$ cat src/rtl/pc_pkg.sv
// Shared definitions for the PC sequencer: default PC width, FSM states and next-PC select codes.
package pc_pkg;

    localparam int unsigned PC_WIDTH = 14;

    // 2'd3 is unused and recovers to ST_IDLE
    typedef enum logic [1:0] {
        ST_IDLE = 2'd0,
        ST_RUN  = 2'd1,
        ST_HALT = 2'd2
    } state_e;

    typedef enum logic [2:0] {
        SEL_HOLD,
        SEL_SEQ,
        SEL_BR,
        SEL_JMP,
        SEL_RST
    } sel_e;

endpackage

$ cat src/rtl/pc_next_mux.sv
// Next-PC selector: picks hold / +1 / branch / jump / reset vector and flags sequential wrap.
module pc_next_mux
    import pc_pkg::*;
#(
    parameter int unsigned        WIDTH     = PC_WIDTH,
    parameter logic [WIDTH-1:0]   RESET_VEC = '0
) (
    input  sel_e                  sel_i,
    input  logic [WIDTH-1:0]      pc_cur_i,
    input  logic [WIDTH-1:0]      br_target_i,
    input  logic [WIDTH-1:0]      jmp_target_i,
    output logic [WIDTH-1:0]      pc_next_o,
    output logic                  wrap_o
);

    localparam logic [WIDTH-1:0] PC_ONE = {{(WIDTH-1){1'b0}}, 1'b1};

    always_comb begin
        pc_next_o = pc_cur_i;
        wrap_o    = 1'b0;
        case (sel_i)
            SEL_HOLD: pc_next_o = pc_cur_i;
            SEL_SEQ: begin
                pc_next_o = pc_cur_i + PC_ONE;
                wrap_o    = &pc_cur_i;
            end
            SEL_BR:   pc_next_o = br_target_i;
            SEL_JMP:  pc_next_o = jmp_target_i;
            SEL_RST:  pc_next_o = RESET_VEC;
            default:  pc_next_o = pc_cur_i;
        endcase
    end

endmodule

$ cat src/rtl/pc_sequencer.sv
// Next-PC controller with IDLE/RUN/HALT FSM, redirect priority decode and pipeline flushes.
// Optional perf counters (redirects, stalls) are built when PC_SEQ_PERF_EN is defined.
module pc_sequencer
    import pc_pkg::*;
#(
    parameter int unsigned        WIDTH     = PC_WIDTH,
    parameter logic [WIDTH-1:0]   RESET_VEC = '0
`ifdef PC_SEQ_PERF_EN
    , parameter int unsigned      CNT_WIDTH = 16
`endif
) (
    input  logic                  i_clk,
    input  logic                  i_rst,
    input  logic [WIDTH-1:0]      i_pc_cur,
    input  logic                  i_start,
    input  logic                  i_stall,
    input  logic                  i_br_taken,
    input  logic [WIDTH-1:0]      i_br_target,
    input  logic                  i_jmp,
    input  logic [WIDTH-1:0]      i_jmp_target,
    input  logic                  i_halt,
    output logic [WIDTH-1:0]      o_pc_next,
    output logic                  o_fetch_valid,
    output logic                  o_flush_ifid,
    output logic                  o_flush_idex,
    output logic                  o_halted,
`ifdef PC_SEQ_PERF_EN
    output logic [CNT_WIDTH-1:0]  o_redirect_cnt,
    output logic [CNT_WIDTH-1:0]  o_stall_cnt,
`endif
    output logic                  o_wrap
);

    state_e state_q, state_d;
    sel_e   sel;

    always_ff @(posedge i_clk or posedge i_rst) begin
        if (i_rst) state_q <= ST_IDLE;
        else       state_q <= state_d;
    end

    always_comb begin
        state_d = state_q;
        case (state_q)
            ST_IDLE: if (i_start) state_d = ST_RUN;
            ST_RUN:  if (!i_br_taken && !i_stall && !i_jmp && i_halt) state_d = ST_HALT;
            ST_HALT: if (i_start) state_d = ST_RUN;
            default: state_d = ST_IDLE;
        endcase
    end

    always_comb begin
        sel          = SEL_HOLD;
        o_flush_ifid = 1'b0;
        o_flush_idex = 1'b0;
        case (state_q)
            ST_IDLE: sel = SEL_RST;
            ST_RUN: begin
                if (i_br_taken) begin
                    sel          = SEL_BR;
                    o_flush_ifid = 1'b1;
                    o_flush_idex = 1'b1;
                end else if (i_stall) begin
                    sel = SEL_HOLD;
                end else if (i_jmp) begin
                    sel          = SEL_JMP;
                    o_flush_ifid = 1'b1;
                end else if (i_halt) begin
                    sel          = SEL_HOLD;
                    o_flush_ifid = 1'b1;
                end else begin
                    sel = SEL_SEQ;
                end
            end
            ST_HALT: begin
                if (i_br_taken) begin
                    sel          = SEL_BR;
                    o_flush_ifid = 1'b1;
                    o_flush_idex = 1'b1;
                end
            end
            default: sel = SEL_RST;
        endcase
    end

    assign o_fetch_valid = (state_q == ST_RUN);
    assign o_halted      = (state_q == ST_HALT);

    pc_next_mux #(
        .WIDTH     (WIDTH),
        .RESET_VEC (RESET_VEC)
    ) u_mux (
        .sel_i        (sel),
        .pc_cur_i     (i_pc_cur),
        .br_target_i  (i_br_target),
        .jmp_target_i (i_jmp_target),
        .pc_next_o    (o_pc_next),
        .wrap_o       (o_wrap)
    );

`ifdef PC_SEQ_PERF_EN
    localparam logic [CNT_WIDTH-1:0] CNT_ONE = {{(CNT_WIDTH-1){1'b0}}, 1'b1};

    logic                 redir_inc, stall_inc;
    logic [CNT_WIDTH-1:0] redir_cnt_q, redir_cnt_d, stall_cnt_q, stall_cnt_d;

    always_comb begin
        redir_inc = ((state_q == ST_RUN) || (state_q == ST_HALT)) && i_br_taken;
        redir_inc = redir_inc || ((state_q == ST_RUN) && !i_br_taken && !i_stall && i_jmp);
        stall_inc = (state_q == ST_RUN) && i_stall && !i_br_taken;
        redir_cnt_d = redir_cnt_q;
        stall_cnt_d = stall_cnt_q;
        if (redir_inc && (redir_cnt_q != '1)) redir_cnt_d = redir_cnt_q + CNT_ONE;
        if (stall_inc && (stall_cnt_q != '1)) stall_cnt_d = stall_cnt_q + CNT_ONE;
    end

    always_ff @(posedge i_clk or posedge i_rst) begin
        if (i_rst) begin
            redir_cnt_q <= '0;
            stall_cnt_q <= '0;
        end else begin
            redir_cnt_q <= redir_cnt_d;
            stall_cnt_q <= stall_cnt_d;
        end
    end

    assign o_redirect_cnt = redir_cnt_q;
    assign o_stall_cnt    = stall_cnt_q;
`endif

endmodule
$ cat config.mk
export PLATFORM = sky130hd
export DESIGN_NAME = pc_sequencer
export DESIGN_NICKNAME = d
export VERILOG_FILES = /design/src/rtl/pc_pkg.sv /design/src/rtl/pc_next_mux.sv /design/src/rtl/pc_sequencer.sv
export SDC_FILE = /design/constraint.sdc
export NUM_CORES = 1
export LEC_CHECK = 0
export ABC_AREA = 1
export CAP_MARGIN = 10
export CORE_MARGIN = 10
export CORE_UTILIZATION = 37
export DETAILED_ROUTE_END_ITERATION = 10
export HOLD_SLACK_MARGIN = 0.12
export PLACE_DENSITY = 0.85
export REMOVE_ABC_BUFFERS = 1
export SLEW_MARGIN = 25
export SYNTH_ARGS = -nofsm -noshare
export SYNTH_HDL_FRONTEND = slang
export SYNTH_SLANG_ARGS = --single-unit
$ cat constraint.sdc
create_clock -name i_clk -period 3.45 [get_ports i_clk]
set_input_delay 0.69 -clock i_clk [delete_from_list [all_inputs] [get_ports i_clk]]
set_output_delay 0.69 -clock i_clk [all_outputs]
set_load 0.05 [all_outputs]
==> flow_metrics.env, run 1 <==
export IMPL_drive_above_1_share_pct=11.7
export IMPL_syn2layout_area_growth_pct=95.8
export IMPL_met3_usage_pct=3.28
export IMPL_synthesis_area_um2=901
export IMPL_setup_ws_ps=303
export IMPL_initial_core_util_pct=39.6
export IMPL_hp_class="reg -> reg"
export IMPL_leakagePower_nw=0.795
export IMPL_dr_first_iter_drc_count=84
export IMPL_tns_ps=0
export IMPL_dp_slack_ps=322
export IMPL_rsz0062_at_grt="no"
export IMPL_totalWireLength_um=3570
export IMPL_syn_area_per_cell_um2=5.06
export IMPL_critPathArrivalTime_ps=2460
export IMPL_die_y_um=69.3
export IMPL_cap_viol_max_count=0
export IMPL_grt_pass1_wl_um=5870
export IMPL_fin_crit_sh_pct=91.2
export IMPL_syn_inst=178
export IMPL_gr_usage_met1_pct=16.8
export IMPL_endpoint_kind="output port"
export IMPL_gr_usage_met2_pct=23.2
export IMPL_vdd_drop_max_mv=0.661
export IMPL_clockBufferDepth=2
export IMPL_dpl_hpwl_um=3030
export IMPL_grt_pass1_vias=1272
export IMPL_worstPathRequired_ps=2760
export IMPL_ys_types=22
export IMPL_fill_cells=184
export IMPL_io_pins=68
export IMPL_fin_crit_ps=3150
export IMPL_core_rowCount=17
export IMPL_antennaDiodeCount=0
export IMPL_status="complete, no violations"
export IMPL_nets=303
export IMPL_relSlewSlack_pct=59.1
export IMPL_max_freq_ghz=0.318
export IMPL_route_antenna_remaining_nets=0
export IMPL_vias=1364
export IMPL_setup_viol=0
export IMPL_worst_slew_pin_slew_ps=612
export IMPL_regMostFlops="state_q"
export IMPL_power_density_mw_per_mm2=820
export IMPL_top_regs="state_q: 2 flops"
export IMPL_clkSlewWorstSetupHoldPaths_ps=30
export IMPL_crit_type="in -> out"
export IMPL_gp_congestion=0.833
export IMPL_hold_buffers=0
export IMPL_overflow=0
export IMPL_reg2regPathDepth=5
export IMPL_postCtsResizedCells=0
export IMPL_cp_start_kind="input port"
export IMPL_portBuffers=67
export IMPL_multi_input_area_um2=738
export IMPL_yosysWarningCount=0
export IMPL_yosysTopAreaCell="nand2_1"
export IMPL_avgViaCountPerCell=4.96
export IMPL_grt_use_total_pct=14.1
export IMPL_core_mm2=0.00228
export IMPL_critPathMaxFanout=14
export IMPL_hold_viol=0
export IMPL_cts_htree_levels=1
export IMPL_regArea_um2=50.0
export IMPL_ys_ff_latch=2
export IMPL_ys_top_cells_by_area="nand2_1 (33%), nand4_1 (13%), nand3_1 (8.3%)"
export IMPL_cts_setup_buffers=0
export IMPL_grt_max_degree=16
export IMPL_synth_top_area_share_pct=32.9
export IMPL_finClkSkew_ps=9.06
export IMPL_hold_slack_ps=543
export IMPL_cts_root_buffer="clkbuf_4"
export IMPL_grt_antenna_before_repair=0
export IMPL_report_final_slew_viol_count=0
export IMPL_hold_depth=2
export IMPL_wl_per_cell_um=13.0
export IMPL_largest_register_ffs=2
export IMPL_clock_sinks=2
export IMPL_die_w_um=69.3
export IMPL_cts_inserted_buffers=3
export IMPL_tritoncts="done"
export IMPL_yosysSeqAreaShare_pct=5.56
export IMPL_top_usage_layer="met2"
export IMPL_first_pass_iters=6
export IMPL_die_area_mm2=0.00481
export IMPL_drcViolationCount=0
export IMPL_clkLatencyLatePin_ps=240
export IMPL_finalPower_w=0.00145
==> path summary, 6_finish.rpt <==
kind                            start           end  slack (ps)
hold reg to reg            state_q[0]    state_q[0]         540
max in group asynchronous       i_rst    state_q[0]        2720
min in group asynchronous       i_rst    state_q[1]         610
setup / recovery           i_br_taken  o_pc_next[7]         300
setup reg to reg           state_q[0]    state_q[0]        2170
hold / removal             state_q[0]    state_q[0]         540
==> report_power, final <==
part           leakage [nW]  total (W)  internal (W)  switching, W
logic                 0.756    0.00134      0.000568      0.000776
registers            0.0251  0.0000463     0.0000350     0.0000113
clock network        0.0138  0.0000560     0.0000387     0.0000173
total                 0.795    0.00145      0.000641      0.000805
==> cells in the mapped netlist, drive strengths merged <==
cell / n
ha: 5
nand4: 18
inv: 20
nand3: 16
nor2: 19
a21o: 2
and3: 1
o31ai: 1
o21ai: 2
xnor2: 1
o211ai: 1
dfrtp: 2
nor3: 2
xor2: 2
a21oi: 1
nand2: 81
buf: 4
==> layout make-up <==
| type | instances | share of cell area, % |
|---|---|---|
| Timing Repair Buffer | 70 | 47.8 |
| Multi-Input combinational cell | 152 | 41.8 |
| Inverter | 20 | 4.26 |
| Sequential cell | 2 | 2.84 |
| Tap cell | 28 | 1.99 |
| Clock buffer | 3 | 1.28 |
==> layer usage <==
metal,vias up,part of all wire (%)
met4,0,1.2
met1,581,43
met3,4,7.8
met2,53,48
li1,726,-
met5,-,0
==> critical path: stages <==
cell	delay, ps
clkdlybuf4s50_1	530
nand2_1	80
nand2_2	90
nand3_2	100
nor2_2	490
nand2_1	130
nand4_1	180
buf_12	150
==> through the flow <==
step / instance area [um2] / util [%] / std cells
floorplan: 863 / - / 174
global placement: 1740 / 76.5 / 272
detailed placement: 1740 / 76.5 / 272
CTS: 1760 / 77.5 / 275
global route: 1760 / 77.5 / 275
finish: 1760 / 77.5 / 275
==> logic make-up (layout without fill, tap and decap cells) <==
kind of cell | Yosys count | count (layout) | synth area share (%)
XOR/XNOR | 3 | 3 | 2.92
flip-flops | 2 | 2 | 5.56
AO/OA/AOI/OAI | 7 | 7 | 5.00
AND/OR/NAND/NOR | 137 | 137 | 67.1
buffers and inverters | 24 | 93 | 12.5
adder cells (fa/ha/maj) | 5 | 5 | 6.94
==> layout by cell type, fill, tap and decap left out, types with 2 or more instances in the layout <==
master	count
nand4_1	18
ha_1	5
inv_1	19
nand3_1	15
dfrtp_1	2
buf_4	3
xor2_1	2
nand2_1	79
nor3_1	2
nand2_2	2
o21ai_0	2
clkbuf_4	3
a21o_1	2
nor2_1	15
nor2_2	4
clkdlybuf4s50_1	52
buf_12	15
Note: power is estimated with default switching activity, not from simulation.
==> run 2, diff against run 1 <==
--- a/config.mk
+++ b/config.mk
@@ -11,7 +11,7 @@
 export CORE_UTILIZATION = 37
 export DETAILED_ROUTE_END_ITERATION = 10
 export HOLD_SLACK_MARGIN = 0.12
-export PLACE_DENSITY = 0.85
+export PLACE_DENSITY = 0.9
 export REMOVE_ABC_BUFFERS = 1
 export SLEW_MARGIN = 25
 export SYNTH_ARGS = -nofsm -noshare
==> run 2 against run 1 <==
Compared with the run above:
- clock skew decreased by 7.4 ps
- final cell count unchanged
- worst hold slack better by 11 ps
- sequential share of layout area unchanged
- combinational power barely moved
- critical path depth unchanged
- utilization unchanged
- clock power shrank 9.1%
- critical path type unchanged
- highest routed layer unchanged
==> flow_metrics.env, run 2 (synthesis gave the netlist of run 1 again) <==
export IMPL_fin_crit_sh_pct=91.1
export IMPL_first_pass_iters=4
export IMPL_dr_first_iter_drc_count=86
export IMPL_vias=1360
export IMPL_syn2layout_area_growth_pct=95.8
export IMPL_totalWireLength_um=3550
export IMPL_hold_viol=0
export IMPL_cts_htree_levels=1
export IMPL_clkLatencyLatePin_ps=220
export IMPL_io_pins=68
export IMPL_grt_antenna_before_repair=0
export IMPL_gr_usage_met1_pct=17.3
export IMPL_hold_buffers=0
export IMPL_initial_core_util_pct=39.6
export IMPL_overflow=0
export IMPL_dp_cells=272
export IMPL_cts_root_buffer="clkbuf_4"
export IMPL_finalPower_w=0.00145
export IMPL_r2r_slack_ps=2120
export IMPL_core_rowCount=17
export IMPL_gr_usage_met2_pct=23.8
export IMPL_cts_setup_buffers=0
export IMPL_status="complete, no violations"
export IMPL_wl_per_cell_um=12.9
export IMPL_grt_use_total_pct=14.4
export IMPL_fin_cells=275
export IMPL_setup_viol=0
export IMPL_regToRegStartpoint="state_q[0]"
export IMPL_regMostFlops="state_q"
export IMPL_top_regs="state_q: 2 flops"
export IMPL_cp_start_kind="input port"
export IMPL_leakagePower_nw=0.795
export IMPL_avgViaCountPerCell=4.95
export IMPL_fin_crit_ps=3140
export IMPL_largest_register_ffs=2
export IMPL_post_route_util_pct=77.5
export IMPL_top_usage_layer="met2"
export IMPL_slowest_stage="clkdlybuf4s50_1"
export IMPL_crit_start="i_pc_cur[0]"
export IMPL_dpl_hpwl_um=2980
export IMPL_grt_max_degree=16
export IMPL_timing_rr_end="state_q[0]"
export IMPL_grt_pass1_vias=1335
export IMPL_route_antenna_remaining_nets=0
export IMPL_final_cell_mix="nand2_1 (79), clkdlybuf4s50_1 (52), inv_1 (19), nand4_1 (18)"
export IMPL_core_mm2=0.00228
export IMPL_endpoint="o_wrap"
export IMPL_gp_congestion=0.859
export IMPL_cap_viol_max_count=0
export IMPL_tns_ps=0
export IMPL_critPathMaxStageDelay_ps=530
export IMPL_grt_pass1_wl_um=6140
export IMPL_vdd_drop_max_mv=0.716
export IMPL_postCtsResizedCells=0
export IMPL_worstPathRequired_ps=2760
export IMPL_hp_class="reg -> reg"
export IMPL_die_w_um=69.3
export IMPL_drive_above_1_share_pct=11.7
export IMPL_clockBufferDepth=2
export IMPL_worst_slew_pin_slew_ps=568
export IMPL_clkSlewWorstSetupHoldPaths_ps=30
export IMPL_die_y_um=69.3
export IMPL_max_freq_ghz=0.318
export IMPL_finClkSkew_ps=1.62
export IMPL_die_area_mm2=0.00481
export IMPL_critPathMaxFanout=4
export IMPL_cts_inserted_buffers=3
export IMPL_power_density_mw_per_mm2=820
export IMPL_critPathArrivalTime_ps=2450
export IMPL_crit_chain="clkdlybuf4s50_1, ha_1, nand3_1, nor2_1, nand2_1, nor3_1, and3_1, buf_12"
export IMPL_layout_cells_most_common="nand2_1"
export IMPL_clock_sinks=2
export IMPL_tritoncts="done"
export IMPL_antennaDiodeCount=0
export IMPL_endpoint_kind="output port"
export IMPL_met3_usage_pct=3.57
export IMPL_drcViolationCount=0
export IMPL_nets=303
export IMPL_portBuffers=67
export IMPL_report_final_slew_viol_count=0
export IMPL_crit_type="in -> out"
export IMPL_rsz0062_at_grt="no"
export IMPL_relSlewSlack_pct=62.1
export IMPL_reg2regPathDepth=5
run 2: cell counts in the layout (fill, tap and decap cells not counted):
No cell type changed its count.
run 2: power by group:
group	internal (W)	leakage, nW	switching (W)
clock	0.0000383	0.0138	0.0000126
sequential	0.0000350	0.0251	0.0000120
combinational	0.000572	0.756	0.000777
total	0.000645	0.795	0.000802
run 2: worst min-delay path by stage:
| stage | from | end | slack [ps] | cells after the start |
|---|---|---|---|---|
| 6_report | state_q[0] | state_q[0] | 550 | 2 |
| 5_1_grt | state_q[0] | state_q[0] | 600 | 2 |
| 4_1_cts | state_q[0] | state_q[0] | 550 | 2 |
| 3_5_place_dp | state_q[0] | state_q[0] | 550 | 2 |
| 2_1_floorplan | i_rst | state_q[0] | 430 | 1 |
| 3_3_place_gp | state_q[0] | state_q[0] | 530 | 2 |
run 2: worst max-delay path: cells and delay by family:
family / cells / cell delay [ps]
fa+ha+maj: 1 / 210
buf+inv: 2 / 680
simple gates: 5 / 880
run 2: layer usage:
metal  vias to the layer above  routed length, um
li1                        720                  -
met1                       596               1530
met2                        40               1730
met3                         4                230
met4                         0                 58
met5                         -                  0
run 2: layout make-up:
type / instances / area [um2]
sequential: 2 / 50.0
clock buffer: 3 / 22.5
multi-input combinational: 152 / 738
inverter: 20 / 75.1
timing repair buffer: 70 / 843
fill: 170 / 512
tap: 28 / 35.0
run 2: stage by stage:
step,hold WS (ps),cell area [um2],setup slack [ps]
global route,600,1760,123
floorplan,431,863,601
detailed placement,546,1740,329
global placement,532,1740,358
CTS,554,1760,324
finish,553,1760,308
==> run 3, diff against run 2 <==
--- a/config.mk
+++ b/config.mk
@@ -9,6 +9,7 @@
 export CAP_MARGIN = 10
 export CORE_MARGIN = 10
 export CORE_UTILIZATION = 37
+export CTS_CLUSTER_SIZE = 28
 export DETAILED_ROUTE_END_ITERATION = 10
 export HOLD_SLACK_MARGIN = 0.12
 export PLACE_DENSITY = 0.9
@@ -17,3 +18,4 @@
 export SYNTH_ARGS = -nofsm -noshare
 export SYNTH_HDL_FRONTEND = slang
 export SYNTH_SLANG_ARGS = --single-unit
+export TNS_END_PERCENT = 30
==> results of run 3 <==
No change in the layout: final DEF, timing and power equal those of run 2.
